--- config.mk ---
export PLATFORM = sky130hd
export DESIGN_NAME = branch_compare_unit_flat
export DESIGN_NICKNAME = d
export VERILOG_FILES = /design/src/rtl/branch_compare_unit_if.sv /design/src/rtl/branch_compare_unit.sv /design/src/flat_wrapper.sv
export SDC_FILE = /design/constraint.sdc
export NUM_CORES = 1
export LEC_CHECK = 0
export BUFFER_PORTS_ARGS = -buffer_cell sky130_fd_sc_hd__buf_2
export CORE_ASPECT_RATIO = 1.2
export CORE_UTILIZATION = 48
export CTS_CLUSTER_SIZE = 16
export DETAILED_ROUTE_END_ITERATION = 12
export PLACE_DENSITY_LB_ADDON = 0.08
export SYNTH_ARGS = -nofsm -noshare
export SYNTH_HDL_FRONTEND = slang
export SYNTH_SLANG_ARGS = --single-unit
--- constraint.sdc ---
create_clock -name clk -period 2.2 [get_ports clk]
set_input_delay 0.11 -clock clk [delete_from_list [all_inputs] [get_ports clk]]
set_output_delay 0.11 -clock clk [all_outputs]
set_load 0.05 [all_outputs]
--- src/rtl/branch_compare_unit_if.sv ---
// rtl/branch_compare_unit_if.sv - request/result bundle of the branch compare unit
interface branch_compare_unit_if #(
    parameter int WIDTH     = 16,
    parameter int PC_WIDTH  = 16,
    parameter int CNT_WIDTH = 8
);
    logic                 in_valid;
    logic                 in_ready;
    logic [WIDTH-1:0]     X;
    logic [WIDTH-1:0]     Y;
    logic [2:0]           mode;
    logic [PC_WIDTH-1:0]  pc;
    logic [PC_WIDTH-1:0]  offset;
    logic                 flush;
    logic                 out_valid;
    logic                 out_ready;
    logic                 taken;
    logic [PC_WIDTH-1:0]  target;
    logic                 nEq;
    logic                 lt;
    logic                 ltu;
    logic [CNT_WIDTH-1:0] taken_count;

    modport slave (
        input  in_valid, X, Y, mode, pc, offset, flush, out_ready,
        output in_ready, out_valid, taken, target, nEq, lt, ltu, taken_count
    );

    modport master (
        output in_valid, X, Y, mode, pc, offset, flush, out_ready,
        input  in_ready, out_valid, taken, target, nEq, lt, ltu, taken_count
    );
endinterface

--- src/rtl/branch_compare_unit.sv ---
// rtl/branch_compare_unit.sv - two-stage branch condition resolver with target and taken counter
module branch_compare_unit #(
    parameter int WIDTH     = 16,
    parameter int PC_WIDTH  = 16,
    parameter int CNT_WIDTH = 8
) (
    input  logic                 clk,
    input  logic                 rst_n,
    branch_compare_unit_if.slave bus
);
    typedef enum logic [2:0] {
        MODE_BEQ  = 3'b000,
        MODE_BNE  = 3'b001,
        MODE_BLT  = 3'b010,
        MODE_BGE  = 3'b011,
        MODE_BLTU = 3'b100,
        MODE_BGEU = 3'b101
    } branch_mode_t;

    logic                 s1_valid;
    logic [WIDTH:0]       s1_diff;
    logic                 s1_xs;
    logic                 s1_ys;
    logic [2:0]           s1_mode;
    logic [PC_WIDTH-1:0]  s1_target;

    logic                 s2_valid;
    logic                 s2_taken;
    logic                 s2_neq;
    logic                 s2_lt;
    logic                 s2_ltu;
    logic [PC_WIDTH-1:0]  s2_target;
    logic [CNT_WIDTH-1:0] count;

    logic s2_free;
    logic s2_load;
    logic ready;
    logic accept;
    logic consume;
    logic d_neq;
    logic d_ltu;
    logic d_ovf;
    logic d_lt;
    logic d_taken;

    assign s2_free = !s2_valid || bus.out_ready;
    assign s2_load = s1_valid && s2_free;
    assign ready   = !s1_valid || s2_load;
    assign accept  = bus.in_valid && ready;
    assign consume = s2_valid && bus.out_ready;

    // Held low during reset so every output reads 0 while rst_n is asserted.
    assign bus.in_ready    = rst_n && ready;
    assign bus.out_valid   = s2_valid;
    assign bus.taken       = s2_taken;
    assign bus.target      = s2_target;
    assign bus.nEq         = s2_neq;
    assign bus.lt          = s2_lt;
    assign bus.ltu         = s2_ltu;
    assign bus.taken_count = count;

    always_comb begin
        d_neq   = |s1_diff[WIDTH-1:0];
        d_ltu   = s1_diff[WIDTH];
        // Signed overflow of X-Y: operands differ in sign and the result sign left X's.
        d_ovf   = (s1_xs != s1_ys) && (s1_diff[WIDTH-1] != s1_xs);
        d_lt    = s1_diff[WIDTH-1] ^ d_ovf;
        d_taken = 1'b0;
        case (s1_mode)
            MODE_BEQ:  d_taken = !d_neq;
            MODE_BNE:  d_taken = d_neq;
            MODE_BLT:  d_taken = d_lt;
            MODE_BGE:  d_taken = !d_lt;
            MODE_BLTU: d_taken = d_ltu;
            MODE_BGEU: d_taken = !d_ltu;
            default:   d_taken = 1'b0;
        endcase
    end

    always_ff @(posedge clk or negedge rst_n) begin
        if (!rst_n) begin
            s1_valid  <= 1'b0;
            s1_diff   <= '0;
            s1_xs     <= 1'b0;
            s1_ys     <= 1'b0;
            s1_mode   <= '0;
            s1_target <= '0;
        end else begin
            if (bus.flush) begin
                s1_valid <= 1'b0;
            end else if (ready) begin
                s1_valid <= bus.in_valid;
            end
            if (accept) begin
                s1_diff   <= {1'b0, bus.X} - {1'b0, bus.Y};
                s1_xs     <= bus.X[WIDTH-1];
                s1_ys     <= bus.Y[WIDTH-1];
                s1_mode   <= bus.mode;
                s1_target <= bus.pc + bus.offset;
            end
        end
    end

    always_ff @(posedge clk or negedge rst_n) begin
        if (!rst_n) begin
            s2_valid  <= 1'b0;
            s2_taken  <= 1'b0;
            s2_neq    <= 1'b0;
            s2_lt     <= 1'b0;
            s2_ltu    <= 1'b0;
            s2_target <= '0;
        end else begin
            if (bus.flush) begin
                s2_valid <= 1'b0;
            end else if (s2_free) begin
                s2_valid <= s1_valid;
            end
            if (s2_load) begin
                s2_taken  <= d_taken;
                s2_neq    <= d_neq;
                s2_lt     <= d_lt;
                s2_ltu    <= d_ltu;
                s2_target <= s1_target;
            end
        end
    end

    // A result consumed on a flush edge still counts: flush only kills in-flight work.
    always_ff @(posedge clk or negedge rst_n) begin
        if (!rst_n) begin
            count <= '0;
        end else if (consume && s2_taken && (count != {CNT_WIDTH{1'b1}})) begin
            count <= count + 1'b1;
        end
    end
endmodule

--- src/flat_wrapper.sv ---
// flat-port wrapper written by rule: the top's interface ports become plain ports
module branch_compare_unit_flat 
#(
    parameter int WIDTH     = 16,
    parameter int PC_WIDTH  = 16,
    parameter int CNT_WIDTH = 8
)
  (clk, rst_n, bus_in_valid, bus_X, bus_Y, bus_mode, bus_pc, bus_offset, bus_flush, bus_out_ready, bus_in_ready, bus_out_valid, bus_taken, bus_target, bus_nEq, bus_lt, bus_ltu, bus_taken_count);
  branch_compare_unit_if #(.WIDTH(WIDTH), .PC_WIDTH(PC_WIDTH), .CNT_WIDTH(CNT_WIDTH)) bus_i ();
  input  logic clk;
  input  logic rst_n;
  input wire logic [$bits(bus_i.in_valid)-1:0] bus_in_valid;
  input wire logic [$bits(bus_i.X)-1:0] bus_X;
  input wire logic [$bits(bus_i.Y)-1:0] bus_Y;
  input wire logic [$bits(bus_i.mode)-1:0] bus_mode;
  input wire logic [$bits(bus_i.pc)-1:0] bus_pc;
  input wire logic [$bits(bus_i.offset)-1:0] bus_offset;
  input wire logic [$bits(bus_i.flush)-1:0] bus_flush;
  input wire logic [$bits(bus_i.out_ready)-1:0] bus_out_ready;
  output wire logic [$bits(bus_i.in_ready)-1:0] bus_in_ready;
  output wire logic [$bits(bus_i.out_valid)-1:0] bus_out_valid;
  output wire logic [$bits(bus_i.taken)-1:0] bus_taken;
  output wire logic [$bits(bus_i.target)-1:0] bus_target;
  output wire logic [$bits(bus_i.nEq)-1:0] bus_nEq;
  output wire logic [$bits(bus_i.lt)-1:0] bus_lt;
  output wire logic [$bits(bus_i.ltu)-1:0] bus_ltu;
  output wire logic [$bits(bus_i.taken_count)-1:0] bus_taken_count;
  assign bus_i.in_valid = bus_in_valid;
  assign bus_i.X = bus_X;
  assign bus_i.Y = bus_Y;
  assign bus_i.mode = bus_mode;
  assign bus_i.pc = bus_pc;
  assign bus_i.offset = bus_offset;
  assign bus_i.flush = bus_flush;
  assign bus_i.out_ready = bus_out_ready;
  assign bus_in_ready = bus_i.in_ready;
  assign bus_out_valid = bus_i.out_valid;
  assign bus_taken = bus_i.taken;
  assign bus_target = bus_i.target;
  assign bus_nEq = bus_i.nEq;
  assign bus_lt = bus_i.lt;
  assign bus_ltu = bus_i.ltu;
  assign bus_taken_count = bus_i.taken_count;
  branch_compare_unit #(.WIDTH(WIDTH), .PC_WIDTH(PC_WIDTH), .CNT_WIDTH(CNT_WIDTH)) u_core (.clk(clk), .rst_n(rst_n), .bus(bus_i));
endmodule
==> results.txt <==
Primary FF master, synth = dfrtp_1
CTS tree = yes
Initial Utilization = 0.500
synth warn = 0
P_leak = 0.00262 µW
CP arrival = 2.00 ns
final hold vios = 0
maximum vdd drop = 0.342 mV
Synth Register Bits = 68
clk sink count = 68
# DRC = 0
CP Capture Type = flop
FP Rows = 37
vias in the first global route = 3642
total CTS buffers = 9
DR iter-0 viols = 85
Worst Path Max Fanout = 3
routed wire length on met3 = 413 µm
total die area = 9450 µm²
via/cell ratio = 5.41
H-tree levels = 3
outcome = completed
Synth top cells by count = nand2_1 (70), dfrtp_1 (68), ha_1 (32)
Max-Cap Viols = 0
Fin Setup TNS = 0 ns
final slew viol count = 0
Critical Path RT = 2.41 ns
CP Capture Point = u_core.s1_diff[14]
min cycle time layout = 1.78 ns
Util after Layout = 0.604
synthesized area per cell = 9.50 µm²
most common cell in the synthesized netlist = nand2_1
Crit path max-delay family = compound AO/OA/AOI/OAI gates
Mapped Cells = 458
DR top layer = met4
R2R Path Start = u_core.bus.out_valid
GRT Overall Usage = 0.221
dpl hpwl = 7330 µm
Synth area leader = dfrtp_1
WL per Instance = 13.9 µm
Register Area = 1700 µm²
layout filler cell count = 827
core area = 8700 µm²
EDFF count, synth = 0
n_diodes = 0
Async S/R FF share, synth = 1.00
DRT Pass-1 Iters = 4
Post-Syn Nets = 564
critical path launch point type = input pin
CTS clock-pin slew for the worst setup and hold paths = 0.07 ns
I/O Buffers = 101
met2 WL = 4960 µm
reg2reg end = u_core.s1_target[12]
die width = 88.9 µm
GPL Wtd Cong = 0.885
RSZ-0062 raised after global routing = no
final-stage net count = 674
largest net degree at the start of global routing = 69
I/O pin count = 102
Levels on crit path = 9
root buffer cell = clkbuf_8
final WL = 9610 µm
library cells used by synthesis = 63
Final period util = 0.811
total gr overflow = 0
Max Fclk = 0.561 GHz
worst reg2reg setup slack = 0.44 ns
Area Growth Syn to Fin = 20.9%
first-pass GRT wire length = 16100 µm
Die Ht = 106 µm
synthesized area = 4350 µm²
Crit path largest cell delay = 0.40 ns
layout cells sized above 1 = 0.280
critical path buffer and inverter count = 1
CP Class = input pin to flop
M1 WL = 4120 µm
Seq/Total Area, Yosys = 0.391
CP max stage cell = fa_1
top cells by area, synth = dfrtp_1 (39%), ha_1 (9.2%), nand2_1 (6.0%), mux2_2 (4.9%), o21ai_0 (3.3%)
CP Cell Sequence = buf_2 > ha_1 > fa_1 > and2b_1 > o2111ai_2 > a21oi_1 > a41oi_1 > mux2i_1 > o311ai_0
Worst-Skew Late Latency = 0.35 ns
placed instance count = 669
Antenna Nets Post-Route = 0
Crit. Startpoint = bus_Y[0]
initial antenna violation count = 0
Hold Path Class = input pin to asynchronous set/reset pin
via count = 3725
Least-Margin Pin Slew = 0.867 ns
final setup vio count = 0
area of the multi-input gates = 2450 µm²
post-synth top area share = 0.391
Cell Count, Final, Fillers Out = 689
Max Clock Skew = 0.00541 ns
reg2reg path depth = 6
Slew HR = 0.422
worst-case clock buffer depth = 2
Pwr Density = 809 nW/µm²
==> worst register-to-register path, stage by stage, from the launching register on <==
cell and delay, ns:
dfrtp_1 0.39, nor2b_1 0.18, nand2_1 0.13, nand2_2 0.18
buf_12 0.22, or4_1 0.51, nand3_1 0.09
==> cell usage in the layout (no fill, tap or decap), types with 4 or more instances in the layout <==
cell / Yosys / final
a211oi_1: 4 / 4
a21o_1: 12 / 12
a21oi_1: 16 / 16
a21oi_2: 4 / 4
a31oi_1: 4 / 4
a41oi_1: 4 / 4
and3_1: 6 / 6
buf_2: 9 / 101
buf_4: 1 / 8
clkbuf_8: 0 / 10
dfrtp_1: 68 / 68
dlygate4sd3_1: 0 / 5
ha_1: 32 / 32
inv_1: 28 / 28
mux2_2: 19 / 19
mux2i_1: 5 / 5
nand2_1: 70 / 69
nand3_1: 12 / 12
nand4_1: 6 / 6
nor2_1: 15 / 15
nor3_1: 11 / 11
nor3b_1: 6 / 6
nor4_1: 4 / 4
o21a_1: 4 / 4
o21ai_0: 29 / 29
o31ai_1: 4 / 4
xnor2_1: 14 / 14
xor2_1: 10 / 10
==> logic make-up (layout without fill, tap and decap cells) <==
kind of cell | after synthesis | in the layout | share of synthesized area
AOI/OAI and AO/OA | 115 | 115 | 0.190
xor gates and xnor gates | 24 | 24 | 0.0483
adders and majority gates | 34 | 34 | 0.101
buffers and inverters | 44 | 158 | 0.0452
DFF | 68 | 68 | 0.391
muxes | 24 | 24 | 0.0607
and+or+nand+nor | 149 | 149 | 0.164
==> state kept, by name, summed over array words and instances (netlist names) <==
register	flops
u_core.s1_diff	17
u_core.bus.target	16
u_core.s1_target	16
u_core.bus.taken_count	8
u_core.s1_mode	3
u_core.bus.lt	1
u_core.bus.ltu	1
u_core.bus.nEq	1
u_core.bus.out_valid	1
u_core.bus.taken	1
u_core.s1_valid	1
u_core.s1_xs	1
u_core.s1_ys	1
==> how the worst min path moves through the flow <==
stage | start | end | slack, ns | cells after the start
final | rst_n | u_core.bus.target[6] | 0.002 | 2
after floorplan | rst_n | u_core.bus.lt | -0.19 | 0
after global routing | rst_n | u_core.bus.taken | 0.07 | 2
after CTS | rst_n | u_core.bus.taken | 0.02 | 2
after global placement | bus_flush | u_core.bus.out_valid | 0.29 | 2
after detailed placement | bus_flush | u_core.bus.out_valid | 0.29 | 2
==> timing repair <==
| item | in CTS | in global routing |
|---|---|---|
| buffers inserted | 0 | 0 |
| gates resized for setup | 0 | 0 |
| endpoints found under the setup margin | 0 | 0 |
| hold buffers | 5 | 0 |
| hold endpoints to repair | 6 | 0 |
==> stage by stage <==
stage | area (µm²) | hold WS, ns | setup slack (ns) | total power [µW]
5_1_grt | 5260 | 0.0668 | 0.253 | 4500
3_3_place_gp | 4990 | 0.289 | 0.101 | 3110
3_5_place_dp | 4990 | 0.292 | 0.0678 | 3140
4_1_cts | 5260 | 0.0183 | 0.413 | 4300
6_report | 5260 | 0.00198 | 0.417 | 4250
2_1_floorplan | 4350 | -0.186 | 0.302 | 2740
==> cell type report <==
cell class / instances / share of cell area
clock buffers: 11 / 0.0269
clock inverters: 4 / 0.0140
inverters: 28 / 0.0200
multi-input cells: 346 / 0.467
flip-flops and latches: 68 / 0.324
well taps: 117 / 0.0278
repair buffers: 115 / 0.121
==> where the power goes <==
part | total (µW) | internal [µW] | switching [µW] | leakage (µW)
Combinational | 1470 | 514 | 955 | 0.00168
Sequential | 1640 | 1500 | 148 | 0.000833
Clock | 1140 | 664 | 478 | 0.000109
==> metal layers <==
layer,global-route usage,up-vias
met1,0.263,1756
met5,0,-
met3,0.0536,8
li1,-,1882
met2,0.391,79
met4,0.0588,0
(Power assumes the default switching activity.)
